`config.mk`:
```
export PLATFORM = sky130hd
export DESIGN_NAME = fpm_exp_seq
export DESIGN_NICKNAME = d
export VERILOG_FILES = /design/src/rtl/fpm_pkg.sv /design/src/rtl/fpm_exp_add10.sv /design/src/rtl/fpm_exp_seq.sv
export SDC_FILE = /design/constraint.sdc
export NUM_CORES = 1
export LEC_CHECK = 0
export ABC_CLOCK_PERIOD_IN_PS = 5650
export BUFFER_PORTS_ARGS = -buffer_cell sky130_fd_sc_hd__clkbuf_2
export CORE_ASPECT_RATIO = 0.9
export CORE_MARGIN = 2
export CORE_UTILIZATION = 51
export DETAILED_ROUTE_END_ITERATION = 6
export PLACE_DENSITY = 0.73
export SYNTH_ARGS = -nofsm -noshare
export SYNTH_HDL_FRONTEND = slang
export SYNTH_HIERARCHICAL = 1
export SYNTH_SLANG_ARGS = --single-unit
```
`constraint.sdc`:
```
create_clock -name clk -period 5.65 [get_ports clk]
set_input_delay 0.2825 -clock clk [delete_from_list [all_inputs] [get_ports clk]]
set_output_delay 0.2825 -clock clk [all_outputs]
set_load 0.1 [all_outputs]
```
`src/rtl/fpm_pkg.sv`:
```
// fpm_pkg: shared types and constants for the fused FP multiplier
// exponent path (sequencer states, accumulator width, bias values).
package fpm_pkg;

  localparam int ACC_W = 10;
  localparam int EXP_BIAS = 127;
  localparam logic [ACC_W-1:0] EXP_NEG_BIAS = 10'h381;
  localparam int EXP_MAX = 255;

  typedef enum logic [2:0] {
    S_IDLE,
    S_ADD,
    S_BIAS,
    S_NORM,
    S_DONE
  } exp_seq_state_t;

endpackage

```
`src/rtl/fpm_exp_add10.sv`:
```
// fpm_exp_add10: the single shared 10-bit wrapping adder of the
// exponent sequencer. Ports: op_a_i, op_b_i -> sum_o.
module fpm_exp_add10
  import fpm_pkg::*;
(
  input  logic [ACC_W-1:0] op_a_i,
  input  logic [ACC_W-1:0] op_b_i,
  output logic [ACC_W-1:0] sum_o
);

  assign sum_o = op_a_i + op_b_i;

endmodule

```
`src/rtl/fpm_exp_seq.sv`:
```
// fpm_exp_seq: multi-cycle exponent sequencer, ea + eb - BIAS (+ norm),
// saturated to 8 bits with ovf/unf flags, valid/ready on both sides.
// Ports: clk, rst_n (async low); start_valid/start_ready, ea, eb, norm
// in; res_valid/res_ready, exp_out, ovf, unf out.
// Optional NORM step enabled by defining FPM_EXP_SEQ_NORM_EN.
module fpm_exp_seq
  import fpm_pkg::*;
#(
  parameter int BIAS = EXP_BIAS
) (
  input  logic       clk,
  input  logic       rst_n,
  input  logic       start_valid,
  output logic       start_ready,
  input  logic [7:0] ea,
  input  logic [7:0] eb,
  input  logic       norm,
  output logic       res_valid,
  input  logic       res_ready,
  output logic [7:0] exp_out,
  output logic       ovf,
  output logic       unf
);

  localparam logic [ACC_W-1:0] NEG_B = ACC_W'(-BIAS);
  localparam logic signed [ACC_W-1:0] MAX_S = ACC_W'(EXP_MAX);
  localparam logic signed [ACC_W-1:0] ZERO_S = '0;

  exp_seq_state_t state_q, state_d;
  logic [7:0] ea_q, eb_q;
  logic [ACC_W-1:0] acc_q, acc_d;
  logic [7:0] exp_q, exp_d;
  logic ovf_q, ovf_d;
  logic unf_q, unf_d;
  logic [ACC_W-1:0] op_a, op_b, sum;
  logic signed [ACC_W-1:0] sum_s;
  logic accept, load;

`ifdef FPM_EXP_SEQ_NORM_EN
  logic norm_q;
`else
  logic unused_norm;
  assign unused_norm = norm;
`endif

  assign start_ready = (state_q == S_IDLE);
  assign res_valid = (state_q == S_DONE);
  assign accept = start_valid && start_ready;

  assign exp_out = exp_q;
  assign ovf = ovf_q;
  assign unf = unf_q;

  fpm_exp_add10 u_add (
    .op_a_i (op_a),
    .op_b_i (op_b),
    .sum_o  (sum)
  );

  assign sum_s = sum;
  assign ovf_d = (sum_s >= MAX_S);
  assign unf_d = (sum_s <= ZERO_S);
  assign exp_d = ovf_d ? 8'hFF :
                 unf_d ? 8'h00 : sum[7:0];

  always_comb begin
    state_d = state_q;
    acc_d = acc_q;
    op_a = '0;
    op_b = '0;
    load = 1'b0;
    unique case (state_q)
      S_IDLE: begin
        if (start_valid) state_d = S_ADD;
      end
      S_ADD: begin
        op_a = {2'b0, ea_q};
        op_b = {2'b0, eb_q};
        acc_d = sum;
        state_d = S_BIAS;
      end
      S_BIAS: begin
        op_a = acc_q;
        op_b = NEG_B;
        acc_d = sum;
`ifdef FPM_EXP_SEQ_NORM_EN
        state_d = S_NORM;
`else
        state_d = S_DONE;
        load = 1'b1;
`endif
      end
      S_NORM: begin
`ifdef FPM_EXP_SEQ_NORM_EN
        op_a = acc_q;
        op_b = {{(ACC_W-1){1'b0}}, norm_q};
        acc_d = sum;
        state_d = S_DONE;
        load = 1'b1;
`else
        state_d = S_IDLE;
`endif
      end
      S_DONE: begin
        if (res_ready) state_d = S_IDLE;
      end
      default: state_d = S_IDLE;
    endcase
  end

  always_ff @(posedge clk or negedge rst_n) begin
    if (!rst_n) begin
      state_q <= S_IDLE;
      ea_q <= '0;
      eb_q <= '0;
      acc_q <= '0;
      exp_q <= '0;
      ovf_q <= 1'b0;
      unf_q <= 1'b0;
    end else begin
      state_q <= state_d;
      acc_q <= acc_d;
      if (accept) begin
        ea_q <= ea;
        eb_q <= eb;
      end
      if (load) begin
        exp_q <= exp_d;
        ovf_q <= ovf_d;
        unf_q <= unf_d;
      end
    end
  end

`ifdef FPM_EXP_SEQ_NORM_EN
  always_ff @(posedge clk or negedge rst_n) begin
    if (!rst_n) norm_q <= 1'b0;
    else if (accept) norm_q <= norm;
  end
`endif

endmodule

```
==> results_dict.tcl, run 1 <==
set metrics [dict create \
    syn-cell-area_um2 2160 \
    crit_fanout 18 \
    fin_setup_tns_ns 0 \
    synth.top_cell.area_share 0.452 \
    cp_top_family "simple AND/OR/NAND/NOR gates" \
    synth_edf_count 0 \
    cap_violations 0 \
    worstPathArrival_ns 3.84 \
    cts_max_level 2 \
    cp_slowest_cell "nor3b_4" \
    design_area_um2 2440 \
    critical_path_class "flip-flop to flip-flop" \
    cp_common_cell "a21oi_1" \
    syn_nets 221 \
    fillCellCount 364 \
    status "finished clean" \
    cts.sinks 39 \
    synthDistinctLibCells 36 \
    timing.critical_path.buf_inv 1 \
    finalHoldViolCount 0 \
    setup_viol 0 \
    remaining_drc_errors 0 \
    start_util 0.529 \
    grt_pass1_vias 1562 \
    synth_top_area_cell "dfrtp_1" \
    detail-route-antenna-nets 0 \
    hpwlAfterDp_um 2890 \
    clock_path_buffers 2 \
    clk_latency_ns 0.29 \
    slowest_delay_ns 0.71 \
    clock_skew_ns 0.00452 \
    dieArea_um2 4770 \
    synth_warnings 6 \
    fp.dieW_um 72.6 \
    cp_cell_sequence "nor3b_4, a22o_1, ha_1, inv_1, fa_1, nand2b_1, a21oi_1, nor2_1, xnor2_1, and4_1, a21oi_1, o22ai_1" \
    syn_area_per_cell_um2 11.4 \
    nNetsFinal 254 \
    first_iter_violations 104 \
    worst_pin_slew_ns 0.939 \
    synth-async-reset-ratio 1.00 \
    placed_cell_area_um2 2340 \
    synth.yosys.seq_area_share 0.452 \
    synth.area.top_cells "dfrtp_1 (45%), mux2_2 (8.4%), mux2_4 (7.0%), ha_1 (5.2%), a22o_1 (3.2%)" \
    die_h_um 65.7 \
    rsz0062_at_grt "false" \
    synthFlopType "dfrtp_1" \
    area_delta_synth_final_pct 13.0 \
    clk_pin_slew_ns 0.07 \
    fmax_ghz 0.275 \
    grt_max_degree 40 \
    synth_seq_cells 39 \
    postCtsSetupRepairBufs 0 \
    crit_required_ns 5.86 \
    period_share 0.643 \
    worst_setup_path_end_kind "flip-flop" \
    dr.pass1.iters 4 \
    cts-root-buf "clkbuf_8" \
    antenna_cells 0 \
    avgViaCountPerCell 5.55 \
    via_count 1510 \
    relSlewSlack 0.374 \
    antenna_found_initial 0 \
    grt_pass1_wl_um 7250 \
    netlist_instances 190 \
    drive_above_1_share 0.313 \
    drv_slew 0 \
    cts_resized 0 \
    gp_congestion 0.834 \
    wl_per_cell_um 14.7 \
    numCtsBuffers 5 \
    period_needed_ns 3.63 \
    drt-total-wl_um 3990 \
    rows 22 \
    utilization 0.598 \
    startpoint_type "flip-flop" \
    portBuffers 31 \
    ctsHoldBuffers 0 \
    grt_use_total 0.200 \
    cts_tree "yes" \
    ioPinCount 33 \
    grt_overflow 0 \
    core_um2 4070 \
    hold_class "input pin to async pin" \
]
-- logic make-up after synthesis --
kind of cell | Yosys count | share of synthesized area
buffers and inverters | 14 | 0.0342
AND/OR/NAND/NOR | 59 | 0.156
multiplexers | 26 | 0.153
flip-flops | 39 | 0.452
XOR/XNOR | 9 | 0.0365
adder cells (fa/ha/maj) | 10 | 0.0615
AO/OA/AOI/OAI | 33 | 0.106
-- cells in the mapped netlist (3+ instances only) --
cell	n
nor2_1	10
mux2_2	16
a22o_1	8
mux2_4	10
nand2_1	17
and2_1	10
inv_1	8
dfrtp_1	39
nand3_1	7
ha_1	9
a21o_1	3
xnor2_1	7
a21oi_1	10
o22ai_1	4
nand4_1	4
-- through the flow --
step / hold slack (ns) / std cells / setup slack, ns
3_5_place_dp: 0.471 / 264 / 2.09
4_1_cts: 0.152 / 272 / 2.02
2_1_floorplan: -0.0131 / 190 / 2.07
6_report: 0.128 / 272 / 2.02
3_3_place_gp: 0.464 / 264 / 2.13
5_1_grt: 0.215 / 272 / 1.73
-- area by class of cell --
cell class	count	area (um2)	share of cell area
Multi-Input combinational cell	137	1110	0.454
Clock buffer	8	100	0.0411
Timing Repair Buffer	31	155	0.0637
Sequential cell	39	976	0.400
Tap cell	48	60.1	0.0246
Inverter	9	38.8	0.0159
-- registers in the layout (all words and copies together) (netlist names) --
name and cells:
acc_q 10, ea_q 8, eb_q 8, exp_out 8, state_q 3, ovf 1, unf 1
-- cells in the final DEF (no fill, tap or decap), drive strengths merged, types with 3 or more instances in the layout --
cell type  instances
a21o               3
a21oi             10
a22o               8
and2              10
clkbuf            39
dfrtp             39
ha                 9
inv                8
mux2              26
nand2             17
nand3              7
nand4              4
nor2              11
o22ai              4
xnor2              7
-- path summary, 6_finish.rpt --
check	startpoint	endpoint	depth (start not counted)	slack [ns]
worst max-delay path	state_q[1]	exp_out[6]	12	2.02
worst min-delay path	rst_n	exp_out[0]	1	0.13
worst max register to register	state_q[1]	exp_out[6]	12	2.02
worst min register to register	ovf	ovf	2	0.48
max in group asynchronous	rst_n	eb_q[6]	1	4.95
min in group clk	eb[2]	eb_q[2]	2	0.22
-- routing by layer --
layer	GRT usage	wire, um	vias to the layer above
li1	-	-	752
met1	0.276	1970	714
met2	0.298	1790	37
met3	0.0491	167	7
met4	0.0903	57	0
met5	0	0	-
Power of run 1 is left out: the tool's default activity adds up to more than one toggle a clock period on the data nets, which glitch-free logic cannot reach.
==> inputs of run 2 (changes only) <==
--- a/config.mk
+++ b/config.mk
@@ -5,13 +5,14 @@
 export SDC_FILE = /design/constraint.sdc
 export NUM_CORES = 1
 export LEC_CHECK = 0
-export ABC_CLOCK_PERIOD_IN_PS = 5650
+export ABC_AREA = 1
+export ABC_CLOCK_PERIOD_IN_PS = 3500
 export BUFFER_PORTS_ARGS = -buffer_cell sky130_fd_sc_hd__clkbuf_2
 export CORE_ASPECT_RATIO = 0.9
 export CORE_MARGIN = 2
 export CORE_UTILIZATION = 51
 export DETAILED_ROUTE_END_ITERATION = 6
-export PLACE_DENSITY = 0.73
+export PLACE_DENSITY = 0.72
 export SYNTH_ARGS = -nofsm -noshare
 export SYNTH_HDL_FRONTEND = slang
 export SYNTH_HIERARCHICAL = 1
==> constraint.sdc (replaced) <==
create_clock -name clk -period 3.5 [get_ports clk]
set_input_delay 0.175 -clock clk [delete_from_list [all_inputs] [get_ports clk]]
set_output_delay 0.175 -clock clk [all_outputs]
set_load 0.1 [all_outputs]
==> results_dict.tcl, run 2 <==
set metrics [dict create \
    status "finished clean" \
    grt_pass1_wl_um 7620 \
    cp_common_cell "nand2_1" \
    postCtsSetupRepairBufs 0 \
    period_needed_ns 2.95 \
    crit_required_ns 3.72 \
    worst_pin_slew_ns 0.953 \
    rsz0062_at_grt "false" \
    fp.dieW_um 74.3 \
    cp_cell_sequence "inv_2, nand3_2, inv_2, nand2_1, o21ai_1, ha_1, inv_1, fa_1, o21ai_2, xor2_1, nand2_1, nor2_1, nand2_1, nand2_1, nand2_4, nand3_1" \
    utilization 0.574 \
    syn_area_per_cell_um2 7.40 \
    final_common_cell "nand2_1" \
    synth_top_area_cell "dfrtp_1" \
    synth_mux_area_frac 0 \
    portBuffers 31 \
    dieArea_um2 5000 \
    rows 23 \
    cp_slowest_cell "fa_1" \
    largest-register "acc_q" \
    cts-root-buf "clkbuf_8" \
    ioPinCount 33 \
    synth_seq_cells 39 \
    syn-cell-area_um2 2270 \
    synth_edf_count 0 \
    largest_reg_flops 10 \
    synth-compound-area-share 0.0749 \
    crit_fanout 11 \
    drt-total-wl_um 4410 \
    r2r_setup_slack_ns 0.55 \
    p_leak_nw 1.42 \
    seqPwrFrac 0.296 \
    relSlewSlack 0.365 \
    startpoint_type "flip-flop" \
    netlist_instances 307 \
    detail-route-antenna-nets 0 \
    fin_cells 398 \
    clk_latency_ns 0.29 \
    fmax_ghz 0.339 \
    synthFlopType "dfrtp_1" \
    die_h_um 67.3 \
    synth-simple-area-share 0.312 \
    r2r-end "exp_out[2]" \
    antenna_cells 0 \
    synth-xor-area-share 0.0193 \
    nNetsFinal 368 \
    critical_path_class "flip-flop to flip-flop" \
    grt_max_degree 40 \
    synth_top_family_by_area "simple AND/OR/NAND/NOR gates" \
    net-switching-power_mw 1.30 \
    pwr-share-clk 0.114 \
    hold_class "input pin to async pin" \
    drv_slew 0 \
    avgViaCountPerCell 4.76 \
    clk_pin_slew_ns 0.07 \
    pwr-share-comb 0.590 \
    first_iter_violations 145 \
    cts_resized 0 \
    reg2reg_from "state_q[2]" \
    cts_max_level 2 \
    remaining_drc_errors 0 \
    via_count 1896 \
    start_util 0.519 \
    setup.worst_path.start "state_q[2]" \
    period_share 0.842 \
    fin_setup_tns_ns 0 \
    synth-async-reset-ratio 1.00 \
    antenna_found_initial 0 \
    ir_drop_mv 0.503 \
    synth_most_common_cell "nand2_1" \
    numCtsBuffers 5 \
    drive_above_1_share 0.155 \
    core_um2 4370 \
    grt_pass1_vias 1734 \
    grt_overflow 0 \
    synth.top_cell.area_share 0.430 \
    setup_viol 0 \
    worst_setup_path_end_kind "flip-flop" \
    dp_cells 392 \
    synthDistinctLibCells 25 \
    r2r_cells 16 \
    hpwlAfterDp_um 3370 \
    layout_common_cells "nand2_1 (117), inv_1 (41), dfrtp_1 (39)" \
    cap_violations 0 \
    swShare 0.539 \
    slowest_delay_ns 0.42 \
    syn_nets 338 \
    power_mw 2.41 \
    synth_common_cells "nand2_1 (117), inv_1 (41), dfrtp_1 (39)" \
    area_delta_synth_final_pct 10.6 \
    synth.yosys.seq_area_share 0.430 \
    gp_congestion 0.844 \
    fillCellCount 434 \
    wl_per_cell_um 11.1 \
    ctsHoldBuffers 0 \
    worstPathArrival_ns 3.17 \
    grt_use_total 0.202 \
    dr.pass1.iters 4 \
    cts_tree "yes" \
    finalHoldViolCount 0 \
    synth.area.top_cells "dfrtp_1 (43%), nand2_1 (19%), inv_1 (6.8%), o21ai_1 (5.3%), ha_1 (5.0%)" \
    p_int_mw 1.11 \
    synthAdderAreaFrac 0.0584 \
    synth_warnings 6 \
    clock_path_buffers 2 \
    clock_skew_ns 0.00640 \
    p_per_area_nw_per_um2 959 \
    cts.sinks 39 \
]
-- run 2: cell types whose count changed in the layout (fill, tap and decap cells not counted), moves of 9 or more --
cell / before / now
and2_1: 10 / 0
inv_1: 8 / 41
mux2_2: 16 / 0
mux2_4: 10 / 0
nand2_1: 17 / 117
nand3_1: 7 / 20
nor2_1: 10 / 19
o21ai_1: 0 / 24
-- run 2: power groups by stage --
stage | clock (mW) | sequential (mW) | combinational, mW
after CTS | 0.282 | 0.713 | 1.43
after global placement | 0 | 0.711 | 1.39
final | 0.274 | 0.713 | 1.42
after floorplan | 0 | 0.976 | 0.957
after global routing | 0.303 | 0.734 | 1.59
after detailed placement | 0 | 0.721 | 1.43
-- run 2: logic make-up (layout without fill, tap and decap cells) --
| kind of cell | count (synthesis) | after routing |
|---|---|---|
| AO/OA/AOI/OAI | 32 | 32 |
| buffers and inverters | 55 | 84 |
| AND/OR/NAND/NOR | 166 | 166 |
| flip-flops | 39 | 39 |
| adder cells (fa/ha/maj) | 10 | 10 |
| XOR/XNOR | 5 | 5 |
-- run 2: worst max-delay path by stage --
stage                  to  slack, ns
6_report       exp_out[2]       0.55
2_1_floorplan  exp_out[7]       0.92
3_5_place_dp   exp_out[2]       0.57
4_1_cts        exp_out[2]       0.54
3_3_place_gp   exp_out[2]       0.61
5_1_grt        exp_out[2]       0.30
-- run 2: layout make-up --
class,count,area (um2),share of cell area
multi-input cells,213,1050,0.420
flip-flops and latches,39,976,0.388
inverters,47,176,0.0702
repair buffers,31,155,0.0618
well taps,62,77.6,0.0309
clock buffers,6,72.6,0.0289
-- run 2: critical path, delay by kind of cell, from the launching register on --
kind | cells | cell delay, ns
simple gates | 8 | 0.84
fa+ha+maj | 2 | 0.63
flops | 1 | 0.40
buf+inv | 3 | 0.37
xor+xnor | 1 | 0.35
compound gates | 2 | 0.32
-- run 2: stage by stage --
stage	area [um2]	hold WS, ns	worst slack [ns]
global route	2510	0.0940	0.299
floorplan	2270	-0.121	0.923
CTS	2510	0.0678	0.543
global placement	2440	0.368	0.615
finish	2510	0.0219	0.552
detailed placement	2440	0.373	0.565
-- run 2: routing by layer --
layer  wire [um]  track usage  vias to the layer above
li1            -            -                     1004
met1        2190        0.281                      848
met2        1960        0.313                       33
met3         156       0.0328                       11
met4         109       0.0871                        0
met5           0            0                        -
Power figures use the tool's default switching activity.
